## config.mk

```make
export PLATFORM = sky130hd
export DESIGN_NAME = nn_waveform_driver
export DESIGN_NICKNAME = d
export VERILOG_FILES = /design/src/rtl/nn_waveform_driver.sv
export SDC_FILE = /design/constraint.sdc
export NUM_CORES = 2
export LEC_CHECK = 0
export ABC_AREA = 0
export ABC_CLOCK_PERIOD_IN_PS = 6500
export BUFFER_PORTS_ARGS = -buffer_cell sky130_fd_sc_hd__buf_4
export CELL_PAD_IN_SITES_DETAIL_PLACEMENT = 1
export CELL_PAD_IN_SITES_GLOBAL_PLACEMENT = 1
export CORE_AREA = 2 2 762 764
export DETAILED_ROUTE_END_ITERATION = 10
export DIE_AREA = 0 0 764 766
export PLACE_DENSITY_LB_ADDON = 0.08
export REMOVE_ABC_BUFFERS = 1
export SLEW_MARGIN = 20
export SYNTH_ARGS = -nofsm -noshare
export SYNTH_HDL_FRONTEND = slang
export SYNTH_SLANG_ARGS = --single-unit
```

## constraint.sdc

```tcl
create_clock -name ap_clk -period 6.5 [get_ports ap_clk]
set_clock_uncertainty 0.1 [all_clocks]
set_input_delay 0.65 -clock ap_clk [delete_from_list [all_inputs] [get_ports ap_clk]]
set_output_delay 0.65 -clock ap_clk [all_outputs]
set_load 0.05 [all_outputs]
```

## src/rtl/nn_waveform_driver.sv

```systemverilog
// Collects a frame of waveform samples, hands it to an HLS-style accelerator
// through its ap_* block handshake, and returns the captured mean/sigma results.
module nn_waveform_driver #(
    parameter int N_SAMPLES   = 100,
    parameter int SAMPLE_W    = 18,
    parameter int OUT_W       = 24,
    parameter int TIMEOUT_CYC = 4096
) (
    input  logic                          ap_clk,
    input  logic                          ap_rst_n,

    input  logic [SAMPLE_W-1:0]           s_data,
    input  logic                          s_valid,
    output logic                          s_ready,

    output logic [N_SAMPLES*SAMPLE_W-1:0] nn_input_1,
    output logic                          nn_input_1_ap_vld,
    output logic                          nn_ap_start,
    input  logic                          nn_ap_done,
    input  logic                          nn_ap_idle,
    input  logic                          nn_ap_ready,
    input  logic [OUT_W-1:0]              nn_layer5_out_0,
    input  logic [OUT_W-1:0]              nn_layer5_out_1,
    input  logic                          nn_layer5_out_0_ap_vld,
    input  logic                          nn_layer5_out_1_ap_vld,

    output logic [OUT_W-1:0]              res_mean,
    output logic [OUT_W-1:0]              res_sigma,
    output logic                          res_valid,
    output logic                          res_err,
    input  logic                          res_ready,
    output logic [15:0]                   frame_cnt
);

    localparam int IDX_W   = (N_SAMPLES > 1) ? $clog2(N_SAMPLES) : 1;
    localparam int TC_W    = $clog2(TIMEOUT_CYC + 1);
    localparam int FRAME_W = N_SAMPLES * SAMPLE_W;

    localparam logic [IDX_W-1:0] LAST_IDX = IDX_W'(N_SAMPLES - 1);
    localparam logic [TC_W-1:0]  LAST_TC  = TC_W'(TIMEOUT_CYC - 1);

    typedef enum logic [1:0] {
        ST_FILL,
        ST_LAUNCH,
        ST_WAIT,
        ST_HOLD
    } state_t;

    state_t             state_q, state_d;
    logic [IDX_W-1:0]   idx_q, idx_d;
    logic [FRAME_W-1:0] frame_q, frame_d;
    logic [OUT_W-1:0]   mean_q, mean_d;
    logic [OUT_W-1:0]   sigma_q, sigma_d;
    logic               err_q, err_d;
    logic               got0_q, got0_d;
    logic               got1_q, got1_d;
    logic [TC_W-1:0]    tcnt_q, tcnt_d;
    logic [15:0]        fcnt_q, fcnt_d;

    // ap_idle carries no information the FSM needs; it is kept for observability only.
    logic unused_idle;
    assign unused_idle = nn_ap_idle;

    always_ff @(posedge ap_clk or negedge ap_rst_n) begin
        if (!ap_rst_n) begin
            state_q <= ST_FILL;
            idx_q   <= '0;
            frame_q <= '0;
            mean_q  <= '0;
            sigma_q <= '0;
            err_q   <= 1'b0;
            got0_q  <= 1'b0;
            got1_q  <= 1'b0;
            tcnt_q  <= '0;
            fcnt_q  <= '0;
        end else begin
            state_q <= state_d;
            idx_q   <= idx_d;
            frame_q <= frame_d;
            mean_q  <= mean_d;
            sigma_q <= sigma_d;
            err_q   <= err_d;
            got0_q  <= got0_d;
            got1_q  <= got1_d;
            tcnt_q  <= tcnt_d;
            fcnt_q  <= fcnt_d;
        end
    end

    always_comb begin
        state_d = state_q;
        idx_d   = idx_q;
        frame_d = frame_q;
        mean_d  = mean_q;
        sigma_d = sigma_q;
        err_d   = err_q;
        got0_d  = got0_q;
        got1_d  = got1_q;
        tcnt_d  = tcnt_q;
        fcnt_d  = fcnt_q;

        case (state_q)
            ST_FILL: begin
                if (s_valid) begin
                    frame_d[int'(idx_q)*SAMPLE_W +: SAMPLE_W] = s_data;
                    if (idx_q == LAST_IDX) begin
                        idx_d   = '0;
                        state_d = ST_LAUNCH;
                    end else begin
                        idx_d = idx_q + 1'b1;
                    end
                end
            end

            ST_LAUNCH: begin
                if (nn_ap_ready) begin
                    state_d = ST_WAIT;
                end
            end

            ST_WAIT: begin
                if (nn_layer5_out_0_ap_vld) begin
                    mean_d = nn_layer5_out_0;
                    got0_d = 1'b1;
                end
                if (nn_layer5_out_1_ap_vld) begin
                    sigma_d = nn_layer5_out_1;
                    got1_d  = 1'b1;
                end
                // A done in the final budgeted cycle still counts as a real completion.
                if (nn_ap_done) begin
                    state_d = ST_HOLD;
                    err_d   = !(got0_q || nn_layer5_out_0_ap_vld) ||
                              !(got1_q || nn_layer5_out_1_ap_vld);
                end else if (tcnt_q == LAST_TC) begin
                    state_d = ST_HOLD;
                    err_d   = 1'b1;
                    mean_d  = '0;
                    sigma_d = '0;
                end else begin
                    tcnt_d = tcnt_q + 1'b1;
                end
            end

            ST_HOLD: begin
                if (res_ready) begin
                    state_d = ST_FILL;
                    got0_d  = 1'b0;
                    got1_d  = 1'b0;
                    tcnt_d  = '0;
                    err_d   = 1'b0;
                    fcnt_d  = fcnt_q + 1'b1;
                end
            end

            default: begin
                state_d = ST_FILL;
            end
        endcase
    end

    assign s_ready           = (state_q == ST_FILL);
    assign nn_ap_start       = (state_q == ST_LAUNCH);
    assign nn_input_1_ap_vld = (state_q == ST_LAUNCH);
    assign res_valid         = (state_q == ST_HOLD);
    assign nn_input_1        = frame_q;
    assign res_mean          = mean_q;
    assign res_sigma         = sigma_q;
    assign res_err           = err_q;
    assign frame_cnt         = fcnt_q;

endmodule

```

-- Word level (Yosys, flattened, before mapping)
Cells that the tools add are included.
- equality and inequality tests: 14
- div/mod/pow operators: 0
- multiplexer cells: 27
- shifts and indexed selects: 2
- reductions and logical operators: 14
- $mul: 1
- bitwise operators: 0
- order comparisons: 0
- add/sub/neg operators: 4
- operators by type and width (cell ; count):
    $bwmux W1800 ; 1
    $shift A18 B33 Y1800 const A ; 1
    $shiftx A18 B33 Y1800 ; 1
    $mux W24 ; 6
    $mux W13 ; 3
    $neg A12 Y33 ; 1
    $pmux W13 S2 ; 1
    $add A16 B1 Y16 const B ; 1
    $add A13 B1 Y13 const B ; 1
    $eq A13 B12 Y1 const B ; 1
    $mux W2 ; 6
    $mul A7 B4 Y11 const B ; 1
    $ne A2 B2 Y1 const B ; 5
    $reduce_and A3 Y1 ; 3
    $pmux W2 S4 ; 1
    $add A7 B1 Y7 const B ; 1
    $eq A7 B7 Y1 const B ; 1
    $mux W7 ; 1
    $ne A2 B1 Y1 const B ; 3
    $pmux W1 S2 ; 3
    $mux W1 ; 5
    $reduce_and A5 Y1 ; 1
    $eq A2 B2 Y1 const B ; 2
    $reduce_and A2 Y1 ; 2
    other kinds (7) ; 10
- memories kept: 0
- output and inout port bits: 1869
- register bits: 1889
- input port bits: 75
- word-level logic and storage cells: 72
- RAM bits: 0
- memory bits (read-only): 0
- bits in latches: 0

-- Longest topological paths before layout
- depth after elaboration: 5
- mapped depth: 21
- depth with buffers taken out: 15

-- Least setup slack after synthesis
Ideal clock, no wire load.
- path kind: register to register
- start: reg idx_q[4]
- end: reg frame_q[506], in the netlist nn_input_1[506]
- path buffers: 4
- required time: 6275 ps
- slack: 1396 ps
- setup time: 125 ps
- clock period less this slack: 5104 ps
- arrival: 4880 ps
- cell stages (with the launch flop): 20
- cell sequence: dfrtp_1 ha_1 ha_1 inv_1 fa_1 clkbuf_1 or4b_2 o31a_1 o311ai_0 and2_1 ha_1 nand2_1 or4_1 buf_2 a21oi_2 buf_4 nand2_1 clkbuf_1 nor2_1 mux2_2
- longest elaborated chain between the ends: 4
- elaborated cells between the ends (all ways): 5
- classes of those cells: add/sub (1); mul (1); shift (2); mux (1)
- RTL lines (item ; RTL line ; RTL):
    from (decl) ; 50 ; logic [IDX_W-1:0] idx_q, idx_d;
    from (signal assigned) ; 78 ; idx_q <= idx_d;
    $mul A7 B4 Y11 * ; 105 ; frame_d[int'(idx_q)*SAMPLE_W +: SAMPLE_W] = s_data;
    $neg A12 Y33 * ; 105 ;
    $shiftx A18 B33 Y1800 or $shift A18 B33 Y1800 (tied branches) ; 105 ;
    $bwmux W1800 * ; 105 ;
    to (signal assigned) ; 79 ; frame_q <= frame_d;
    to (decl) ; 51 ; logic [FRAME_W-1:0] frame_q, frame_d;
Every way passes the cells marked *; elsewhere a longest branch is shown, timed or not.
A chain may end at the register's enable or synchronous reset.

-- Worst setup path in the final report
- start: reg idx_q[4]
- end: reg frame_q[606], in the netlist nn_input_1[606]
The elaborated chain is that of the path after synthesis.

==> qor.csv <==
metric,value,unit
status,"complete, no violations",
cell area after placement,109000,µm²
Via Count,68000,
PortBufs,1942,
first-pass GRT wire length,827000,µm
Std-Cell Rows,279,
CTS Buf Count,279,
crit path DAT,6.90,ns
crit path time final,6.14,ns
CTS tree,built,
Final period util,0.944,
Leak,56.8,nW
worst r2r src,idx_q[4]$_DFFE_PN0P_,
Netlist cell types,96,
Clock Latency Late Sink,0.95,ns
"Data required, critical path",7.26,ns
routability cong.,0.844,
yosys warns,0,
Synth top cells by count,"dfrtp_1, mux2_2, nor2_1",
setup repair after global routing missed its margin,no,
Post-synth top flop,dfrtp_1,
Hold Path Class,in2reg,
Layout fillers,64700,
largest net degree at the start of global routing,144,
"count leader, synth",dfrtp_1,
CTS-repair resized insts,0,
ys async rst share,1.00,
hold path startpoint,nn_ap_done,
dpl hpwl,508000,µm
CP Launch Type,register,
Avg Inst Size Synth,12.0,µm²
crit path cell chain,"ha_1, ha_1, inv_1, fa_1, nor4b_1, buf_4, nand2_1, a211oi_2, and2_1, ha_1, buf_4, and3_1, o211ai_1, a21oi_4, buf_12, nand2_4, buf_4, nor2_1, mux2_2",
Slew @ Worst Pin,1.20,ns
multi-input logic area,32300,µm²
Top delay family on crit path,adder cells,
TritonCTS Sinks,1889,
slew margin rel.,0.197,
I/O Pins,1944,
DRC,0,
Final setup violation count,0,
worst hold path cell count,4,
Synth area leader,dfrtp_1,
RR Endpoint,nn_input_1[606]$_DFFE_PN0P_,
Initial Utilization,0.139,
final hold violation count,0,
post-route cell area,119000,µm²
Synth top area share,0.591,
fmax,163,MHz
Hold EP,res_err$_DFFE_PN0P_,
endpoint class of the critical path,register,
DR iter-0 viols,3595,
clock buffer depth,4,
Syn-to-layout area delta,48.3,%
Die W,764,µm
Post-synth EDFFs,0,
Die Area,585000,µm²
max-slew violations,0,
post-synthesis sequential area ratio,0.591,
routed length per placed instance,38.0,µm
grt ovf,0,
root buf cell,clkbuf_16,
Design Power,71.2,mW
NumNets Final,9206,
Max Cap Viol,0,
Die Ht,766,µm
Clock Pin Slew Worst Setup and Hold Paths,0.06,ns
#FFs+latches synth,1889,
FF-to-FF setup slack,0.36,ns
Buf/Inv on CP,5,
vias per inst,3.98,
critical path's slowest cell,fa_1,
layout cells sized above 1,0.492,
final WL,649000,µm
Max VDD drop,643,µV
crit-path max FO,12,
core area,576000,µm²
Setup CP Type,reg2reg,
GRT Total Usage,0.215,
initial antenna violation count,83,
Gate Count Post-Synth,6661,
Netlist Area Pre-Place,80000,µm²
vias in the first global route,74000,
Final ANT Viol Nets,0,
R2R cell count,19,
drt pass-1 iters,5,
Synth area leaders,"dfrtp_1, mux2_2, nor2_1, nand2_1, o21ai_0",
Worst path max stage delay,0.75,ns
CTS H-tree lvls,5,
Power Density,600,nW/µm²
CP startpoint,idx_q[4]$_DFFE_PN0P_,
sequential cell area,47300,µm²
==> stage by stage <==
| step | setup TNS [ns] | utilization | std cells | setup WS [ns] | hold WS, ns |
|---|---|---|---|---|---|
| floorplan | -328.14 | - | 6267 | -1.58 | 0.254 |
| global placement | -1.22 | 0.189 | 16500 | -0.378 | 0.370 |
| detailed placement | 0 | 0.189 | 16500 | 0.280 | 0.370 |
| CTS | 0 | 0.206 | 17000 | 0.252 | 0.0261 |
| global route | 0 | 0.206 | 17100 | 0.0921 | 0.112 |
| finish | 0 | 0.206 | 17100 | 0.361 | 0.118 |
==> how the worst max path moves through the flow <==
stage,endpoint,slack (ns),cells after the start
final,nn_input_1[606]$_DFFE_PN0P_,0.36,19
after global routing,nn_input_1[604]$_DFFE_PN0P_,0.09,19
after CTS,nn_input_1[718]$_DFFE_PN0P_,0.25,14
after detailed placement,nn_input_1[462]$_DFFE_PN0P_,0.28,14
after global placement,nn_input_1[1248]$_DFFE_PN0P_,-0.38,19
after floorplan,nn_input_1[1578]$_DFFE_PN0P_,-1.58,10
==> final cells by class <==
type / count / area share
Antenna cell: 50 / 0.00105
Sequential cell: 1889 / 0.398
Clock inverter: 75 / 0.00765
Tap cell: 7727 / 0.0815
Clock buffer: 409 / 0.0686
Multi-Input combinational cell: 4355 / 0.272
Timing Repair Buffer: 2565 / 0.170
Inverter: 23 / 0.000727
==> cell usage in the layout, fill, tap and decap left out, drive strengths merged, types with 82 or more instances in the layout <==
master | synthesis | layout
nand3 | 119 | 119
buf | 106 | 2511
o21ai | 443 | 443
dfrtp | 1889 | 1889
clkbuf | 288 | 409
a21oi | 224 | 224
mux2 | 1403 | 1403
o22ai | 107 | 107
nand2 | 716 | 716
o31ai | 82 | 82
nor2 | 708 | 708
==> flip-flops by register name (all words and copies together), names as in the netlist <==
name and count:
res_sigma 24, got1_q 1, frame_cnt 16, res_mean 24, tcnt_q 13, res_err 1, state_q 2, idx_q 7
got0_q 1, nn_input_1 1800
==> cells by family (layout without fill, tap and decap cells) <==
| logic type | Yosys count | after routing | synth area share |
|---|---|---|---|
| AOI/OAI and AO/OA | 1103 | 1103 | 0.0851 |
| DFF | 1889 | 1889 | 0.591 |
| and+or+nand+nor | 1763 | 1763 | 0.0925 |
| buffers and inverters | 417 | 3072 | 0.0213 |
| xor gates and xnor gates | 44 | 44 | 0.00536 |
| other | 0 | 50 | 0 |
| adders and majority gates | 18 | 18 | 0.00291 |
| muxes | 1427 | 1427 | 0.202 |
==> worst reg2reg max path, stage by stage, from the launching register on <==
cell      delay (ns)
dfrtp_1         0.48
ha_1            0.33
ha_1            0.18
inv_1           0.07
fa_1            0.75
nor4b_1         0.28
buf_4           0.18
nand2_1         0.08
a211oi_2        0.41
and2_1          0.21
ha_1            0.17
buf_4           0.17
and3_1          0.31
o211ai_1        0.38
a21oi_4         0.40
buf_12          0.23
nand2_4         0.35
buf_4           0.41
nor2_1          0.20
mux2_2          0.36
==> layer usage <==
metal,up-vias,track usage,part of all wire
met3,556,0.0671,0.076
met5,-,0,0.000020
met2,2294,0.377,0.50
li1,28600,-,-
met1,36500,0.248,0.39
met4,2,0.0674,0.035
==> where the power goes <==
part           internal, mW  switching (mW)
clock network          8.94            6.53
registers              12.9           0.703
logic                  8.64            33.5
==> repair_timing <==
item,in CTS,in global routing
endpoints found under the hold margin,136,0
endpoints found under the setup margin,0,0
setup buffers,0,0
hold buffers,54,0
(Power assumes the default switching activity.)
